File: config.mk
export PLATFORM = sky130hd
export DESIGN_NAME = iforest_path_scorer
export DESIGN_NICKNAME = d
export VERILOG_FILES = /design/src/rtl/iforest_pkg.sv /design/src/rtl/iforest_node_table.sv /design/src/rtl/iforest_path_scorer.sv
export SDC_FILE = /design/constraint.sdc
export NUM_CORES = 1
export LEC_CHECK = 0
export CORE_AREA = 10 10 171 173
export CTS_CLUSTER_DIAMETER = 150
export DETAILED_ROUTE_END_ITERATION = 10
export DIE_AREA = 0 0 181 183
export HOLD_SLACK_MARGIN = 0.06
export SYNTH_ARGS = -nofsm -noshare
export SYNTH_HDL_FRONTEND = slang
export SYNTH_HIERARCHICAL = 1
export SYNTH_SLANG_ARGS = --single-unit
File: constraint.sdc
create_clock -name clk -period 4.1 [get_ports clk]
set_clock_uncertainty 0.2 [all_clocks]
set_input_delay 0.41 -clock clk [delete_from_list [all_inputs] [get_ports clk]]
set_output_delay 0.41 -clock clk [all_outputs]
set_load 0.05 [all_outputs]
File: src/rtl/iforest_pkg.sv
// iforest_pkg: shared types and width helpers for the isolation-tree path scorer.
//   state_e       : walk controller states (IDLE, WALK, DONE)
//   node_entry_t  : {leaf, feat_idx, thr} node layout for the default
//                   configuration (DATA_W=8, N_FEAT=2)
//   fi_width()    : feature-index width, max(1, clog2(N_FEAT))
//   pl_width()    : path-length width, clog2(DEPTH+1)
//   addr_width()  : node-address width, max(1, clog2(NODES))
package iforest_pkg;

  typedef enum logic [1:0] {
    IDLE = 2'd0,
    WALK = 2'd1,
    DONE = 2'd2
  } state_e;

  function automatic int fi_width(input int n_feat);
    return (n_feat > 1) ? $clog2(n_feat) : 1;
  endfunction

  function automatic int pl_width(input int depth);
    return $clog2(depth + 1);
  endfunction

  function automatic int addr_width(input int nodes);
    return (nodes > 1) ? $clog2(nodes) : 1;
  endfunction

  localparam int DEF_DATA_W = 8;
  localparam int DEF_N_FEAT = 2;
  localparam int DEF_FI_W   = fi_width(DEF_N_FEAT);

  typedef struct packed {
    logic                  leaf;
    logic [DEF_FI_W-1:0]   feat_idx;
    logic [DEF_DATA_W-1:0] thr;
  } node_entry_t;

endpackage

File: src/rtl/iforest_node_table.sv
// iforest_node_table: NODES-entry register file holding the isolation tree.
//   clk, reset : rising-edge clock, synchronous active-high clear of all entries
//   we, waddr, wdata : synchronous write port (caller qualifies we)
//   raddr, rdata     : combinational read port; out-of-range reads return zero
module iforest_node_table
  import iforest_pkg::*;
#(
  parameter int NODES = 15,
  parameter int AW    = 4,
  parameter int EW    = 10
) (
  input  logic          clk,
  input  logic          reset,
  input  logic          we,
  input  logic [AW-1:0] waddr,
  input  logic [EW-1:0] wdata,
  input  logic [AW-1:0] raddr,
  output logic [EW-1:0] rdata
);

  localparam logic [AW-1:0] NODES_A = AW'(NODES);

  logic [EW-1:0] mem_q [NODES];

  always_ff @(posedge clk) begin
    if (reset) begin
      for (int i = 0; i < NODES; i++) mem_q[i] <= '0;
    end else if (we) begin
      mem_q[waddr] <= wdata;
    end
  end

  // The walker's node register may hold a truncated child index after the
  // final level; such reads must not index past the array.
  assign rdata = (raddr < NODES_A) ? mem_q[raddr] : '0;

endmodule

File: src/rtl/iforest_path_scorer.sv
// iforest_path_scorer: walks one sample through a runtime-loaded isolation
// tree, one node per clock, and reports path length plus anomaly flag.
//   clk, reset            : rising-edge clock, synchronous active-high reset
//   sample_in/in_valid/in_ready : sample input handshake (ready only in IDLE)
//   score_thr             : anomaly threshold, captured with the sample
//   cfg_we/cfg_addr/cfg_data : node writes {leaf, feat_idx, thr}, IDLE only
//   cfg_err               : sticky flag for dropped node writes
//   out_valid/out_ready   : result handshake, result held until accepted
//   path_len, anomaly     : levels traversed, path_len <= captured threshold
//   anomaly_cnt           : saturating anomaly counter when the build macro
//                           ITREE_ANOMALY_COUNT_EN is defined, else tied to 0
module iforest_path_scorer
  import iforest_pkg::*;
#(
  parameter  int DATA_W = 8,
  parameter  int N_FEAT = 2,
  parameter  int DEPTH  = 4,
  localparam int FI_W   = fi_width(N_FEAT),
  localparam int PL_W   = pl_width(DEPTH),
  localparam int NODES  = (1 << DEPTH) - 1,
  localparam int AW     = addr_width(NODES),
  localparam int EW     = 1 + FI_W + DATA_W
) (
  input  logic                     clk,
  input  logic                     reset,
  input  logic [N_FEAT*DATA_W-1:0] sample_in,
  input  logic                     in_valid,
  output logic                     in_ready,
  input  logic [PL_W-1:0]          score_thr,
  input  logic                     cfg_we,
  input  logic [AW-1:0]            cfg_addr,
  input  logic [EW-1:0]            cfg_data,
  output logic                     cfg_err,
  output logic                     out_valid,
  input  logic                     out_ready,
  output logic [PL_W-1:0]          path_len,
  output logic                     anomaly,
  output logic [15:0]              anomaly_cnt
);

  localparam logic [AW-1:0]   NODES_A = AW'(NODES);
  localparam logic [PL_W-1:0] DEPTH_L = PL_W'(DEPTH);

  state_e                   state_q, state_d;
  logic [AW-1:0]            node_q, node_d;
  logic [PL_W-1:0]          lvl_q, lvl_d;
  logic [N_FEAT*DATA_W-1:0] sample_q, sample_d;
  logic [PL_W-1:0]          sthr_q, sthr_d;
  logic                     out_valid_q, out_valid_d;
  logic [PL_W-1:0]          path_len_q, path_len_d;
  logic                     anomaly_q, anomaly_d;
  logic                     cfg_err_q, cfg_err_d;

  logic                     tbl_we;
  logic [EW-1:0]            entry;
  logic                     leaf;
  logic [FI_W-1:0]          fidx;
  logic [DATA_W-1:0]        nthr;
  logic [DATA_W-1:0]        feat_val;
  logic [AW:0]              node_dbl;
  logic [PL_W-1:0]          lvl_inc;
  logic                     fin;
  logic [PL_W-1:0]          fin_len;
  logic                     accept;
  logic                     out_hs;

  assign accept = in_valid && (state_q == IDLE);
  assign out_hs = out_valid_q && out_ready;
  assign tbl_we = cfg_we && (state_q == IDLE) && (cfg_addr < NODES_A);

  iforest_node_table #(
    .NODES (NODES),
    .AW    (AW),
    .EW    (EW)
  ) u_table (
    .clk   (clk),
    .reset (reset),
    .we    (tbl_we),
    .waddr (cfg_addr),
    .wdata (cfg_data),
    .raddr (node_q),
    .rdata (entry)
  );

  assign leaf = entry[EW-1];
  assign fidx = entry[DATA_W +: FI_W];
  assign nthr = entry[DATA_W-1:0];

  // Unmatched (out-of-range) feature indices fall back to feature 0.
  always_comb begin
    feat_val = sample_q[DATA_W-1:0];
    for (int f = 1; f < N_FEAT; f++) begin
      if (fidx == FI_W'(f)) feat_val = sample_q[f*DATA_W +: DATA_W];
    end
  end

  always_comb begin
    state_d     = state_q;
    node_d      = node_q;
    lvl_d       = lvl_q;
    sample_d    = sample_q;
    sthr_d      = sthr_q;
    out_valid_d = out_valid_q;
    path_len_d  = path_len_q;
    anomaly_d   = anomaly_q;
    cfg_err_d   = cfg_err_q | (cfg_we & ~tbl_we);
    node_dbl    = {node_q, 1'b0};
    lvl_inc     = lvl_q + PL_W'(1);
    fin         = 1'b0;
    fin_len     = lvl_q;

    case (state_q)
      IDLE: begin
        if (accept) begin
          sample_d = sample_in;
          sthr_d   = score_thr;
          node_d   = '0;
          lvl_d    = '0;
          state_d  = WALK;
        end
      end
      WALK: begin
        if (leaf) begin
          fin     = 1'b1;
          fin_len = lvl_q;
        end else begin
          lvl_d = lvl_inc;
          if (lvl_inc == DEPTH_L) begin
            fin     = 1'b1;
            fin_len = DEPTH_L;
          end else if (feat_val < nthr) begin
            node_d = node_dbl[AW-1:0] + AW'(1);
          end else begin
            node_d = node_dbl[AW-1:0] + AW'(2);
          end
        end
      end
      DONE: begin
        if (out_hs) begin
          out_valid_d = 1'b0;
          state_d     = IDLE;
        end
      end
      default: state_d = IDLE;
    endcase

    if (fin) begin
      state_d     = DONE;
      out_valid_d = 1'b1;
      path_len_d  = fin_len;
      anomaly_d   = (fin_len <= sthr_q);
    end
  end

  always_ff @(posedge clk) begin
    if (reset) begin
      state_q     <= IDLE;
      node_q      <= '0;
      lvl_q       <= '0;
      out_valid_q <= 1'b0;
      path_len_q  <= '0;
      anomaly_q   <= 1'b0;
      cfg_err_q   <= 1'b0;
    end else begin
      state_q     <= state_d;
      node_q      <= node_d;
      lvl_q       <= lvl_d;
      out_valid_q <= out_valid_d;
      path_len_q  <= path_len_d;
      anomaly_q   <= anomaly_d;
      cfg_err_q   <= cfg_err_d;
    end
  end

  // Captured sample and threshold are pure data: loaded on acceptance only.
  always_ff @(posedge clk) begin
    sample_q <= sample_d;
    sthr_q   <= sthr_d;
  end

`ifdef ITREE_ANOMALY_COUNT_EN
  logic [15:0] cnt_q, cnt_d;

  function automatic logic [15:0] sat_inc16(input logic [15:0] v);
    return (v == 16'hFFFF) ? v : v + 16'd1;
  endfunction

  always_comb begin
    cnt_d = cnt_q;
    if (out_hs && anomaly_q) cnt_d = sat_inc16(cnt_q);
  end

  always_ff @(posedge clk) begin
    if (reset) cnt_q <= '0;
    else       cnt_q <= cnt_d;
  end

  assign anomaly_cnt = cnt_q;
`else
  assign anomaly_cnt = 16'd0;
`endif

  assign in_ready  = (state_q == IDLE);
  assign out_valid = out_valid_q;
  assign path_len  = path_len_q;
  assign anomaly   = anomaly_q;
  assign cfg_err   = cfg_err_q;

endmodule
==> run metrics <==
vias in the first global route=5,387; pwr dens=444 mW/mm2; synth top area cells=edfxtp_1 57%, and2_1 11%, dfxtp_1 3.4%, mux2_2 3.2%, mux4_2 3.1%; post-synthesis compound-gate area fraction=5.27%; worst hold path type=register to register; leading cell type in the layout, fill and taps excluded=edfxtp_1; IO Count=61; Post-synth top flop=edfxtp_1; DR DRC count=0; Area growth syn-to-layout=14.8%; commonest cells after routing, fill and taps aside=169 x edfxtp_1, 151 x and2_1, 44 x clkdlybuf4s50_1; ys async rst share=0%; CTS tree=built; GP Congestion=0.801; synthesized area per cell=13.6 um2; WL/cell=20.3 um; Overall Power=4510 uW; initial cell density of the core=34.3%; DP HPWL=14,200 um; total die area=0.0331 mm2; # diodes=0; Final TNS setup=0 ns; critical path arrival=3.73 ns; WL met2=10,300 um; total setup buffers inserted after CTS=0; DP Area=0.00963 mm2; Worst-path clk slew=0.07 ns; nets@finish=745; status=complete, no violations; core box area=0.0258 mm2; Simple-Gate Fraction of Synth Area=16.7%; largest family of logic cells by synthesized area=simple AND/OR/NAND/NOR gates; buffers added on ports=44; synthesized area=0.00885 mm2; Place WS=0.496 ns; relative slew slack=48.3%; fin crit share=87.1%; unrepaired setup endpoints after global routing=false; vias=5,129; post-synthesis xor/xnor area fraction=0.0990%; met3 routed wirelength=1030 um; Syn. warnings=6; post-synthesis sequential area ratio=60.7%; mux cell area share after synthesis=10.6%; critical path launch point type=register; worst path required time=4.25 ns; synth unique cells=47; global-route wire length before repair=32,400 um; VDD IR max=0.321 mV; post-synthesis adder-cell area fraction=1.98%; Mapped Cells=650; Detail Route Antenna Nets=0; Max Used Layer=met4; Worst Setup Path Type=register to register; share of the synthesized area in the top cell type=57.3%; max cap viols=0; Final WS setup=0.528 ns; post-route cell area=0.0102 mm2; TritonCTS Buffers=17; initial antenna violation count=0; CTS Sinks=184; flops & latches, synth=184; H-tree levels=4; GRT Total Usage=12.7%; Starting DRT DRC Count=408; CTS max path bufs=2; clk root buf=clkbuf_16; number of flops mapped to enable cells by yosys=169; max frequency=280 MHz; dominant cell type by area after synthesis=edfxtp_1; WL met1=9460 um; clk_lat worst skew=0.43 ns; LEAKAGE=0.00377 uW; peak fanout along the critical path=18; 1st-pass router iterations=5; final WL=21,200 um; Final Slew Violations=0; fin crit period=3.57 ns; post-CTS resize count=0; final setup violation count=0; share of cells above drive strength 1=16.3%; final hold violations=0; vias per cell=4.93; DIE WIDTH=181 um; total grt overflow=0; crit end category=register; Post-CTS Hold Fix Bufs=0; row count=59; Worst-Margin Slew=0.773 ns; largest net degree at the start of global routing=33; Vert. Die Dim=183 um
-- cell families (layout without fill, tap and decap cells) --
| logic type | Yosys count | after routing |
|---|---|---|
| muxes | 63 | 63 |
| xor gates and xnor gates | 1 | 1 |
| buffers and inverters | 78 | 119 |
| AOI/OAI and AO/OA | 64 | 64 |
| other | 1 | 16 |
| DFF | 184 | 184 |
| and+or+nand+nor | 245 | 245 |
| adders and majority gates | 14 | 14 |
-- cell usage after synthesis (2+ instances only) --
cell type / instances
clkbuf_1: 27
nor2_1: 28
nand2b_1: 3
and2_1: 151
o21ai_1: 8
mux4_2: 12
o211ai_1: 2
a21oi_1: 13
mux2_2: 25
ha_1: 14
a32oi_1: 2
nor3_1: 6
buf_2: 10
nor3_2: 3
edfxtp_1: 169
mux2i_1: 18
nand3b_1: 10
o21ai_0: 3
dfxtp_1: 15
inv_1: 16
a22oi_1: 11
buf_6: 2
nand4bb_1: 2
buf_4: 22
o221ai_1: 9
nand2_1: 11
nor2b_1: 4
nand4_1: 2
a311oi_1: 2
o211a_1: 9
mux4_1: 8
or2_2: 16
nand3_1: 3
-- sequential cells by signal (all words and copies together), names as in the netlist --
| signal | count |
|---|---|
| anomaly | 1 |
| cfg_err | 1 |
| lvl_q | 3 |
| node_q | 4 |
| out_valid | 1 |
| path_len | 3 |
| sample_q | 16 |
| state_q | 2 |
| sthr_q | 3 |
| u_table/mem_q | 150 |
-- worst paths after layout --
kind              from   endpoint  slack [ns]  cells past startpoint
min reg2reg  out_valid  out_valid        0.28                      2
min          out_valid  out_valid        0.28                      2
max          node_q[0]    anomaly        0.53                     11
max reg2reg  node_q[0]    anomaly        0.53                     11
-- metrics by stage --
step	hold WS [ns]	std cells	util, %
2_1_floorplan	0.273	665	-
3_5_place_dp	0.274	1009	37.4
5_1_grt	0.308	1041	39.4
3_3_place_gp	0.267	1009	37.4
4_1_cts	0.283	1041	39.4
6_report	0.279	1041	39.4
-- cell type report --
cell class | count | area, um2
fillers | 2399 | 15600
flip-flops and latches | 184 | 5380
multi-input cells | 403 | 3130
repair buffers | 71 | 643
clock buffers | 19 | 433
well taps | 335 | 419
clock inverters | 13 | 96.3
inverters | 16 | 60.1
-- worst max-delay path: stages (launching register included) --
cell      delay (ns)
dfxtp_2         0.64
mux4_1          0.61
a22oi_1         0.24
o21ai_0         0.27
nor3b_2         0.42
nand2_1         0.11
and2_1          0.17
ha_1            0.28
a21o_1          0.16
a21oi_1         0.14
a311oi_1        0.06
nor3_1          0.19
-- report_power, final --
group	leakage (uW)	switching [uW]	internal [uW]
clock network	0.000257	711	783
registers	0.00185	64.8	2140
logic	0.00166	472	333
-- metal layers --
layer  track usage, %  vias up
li1                 -     2421
met2             20.8      149
met4             4.30        0
met1             16.5     2538
met5                0        -
met3             2.60       21
Note: power is estimated with default switching activity, not from simulation.
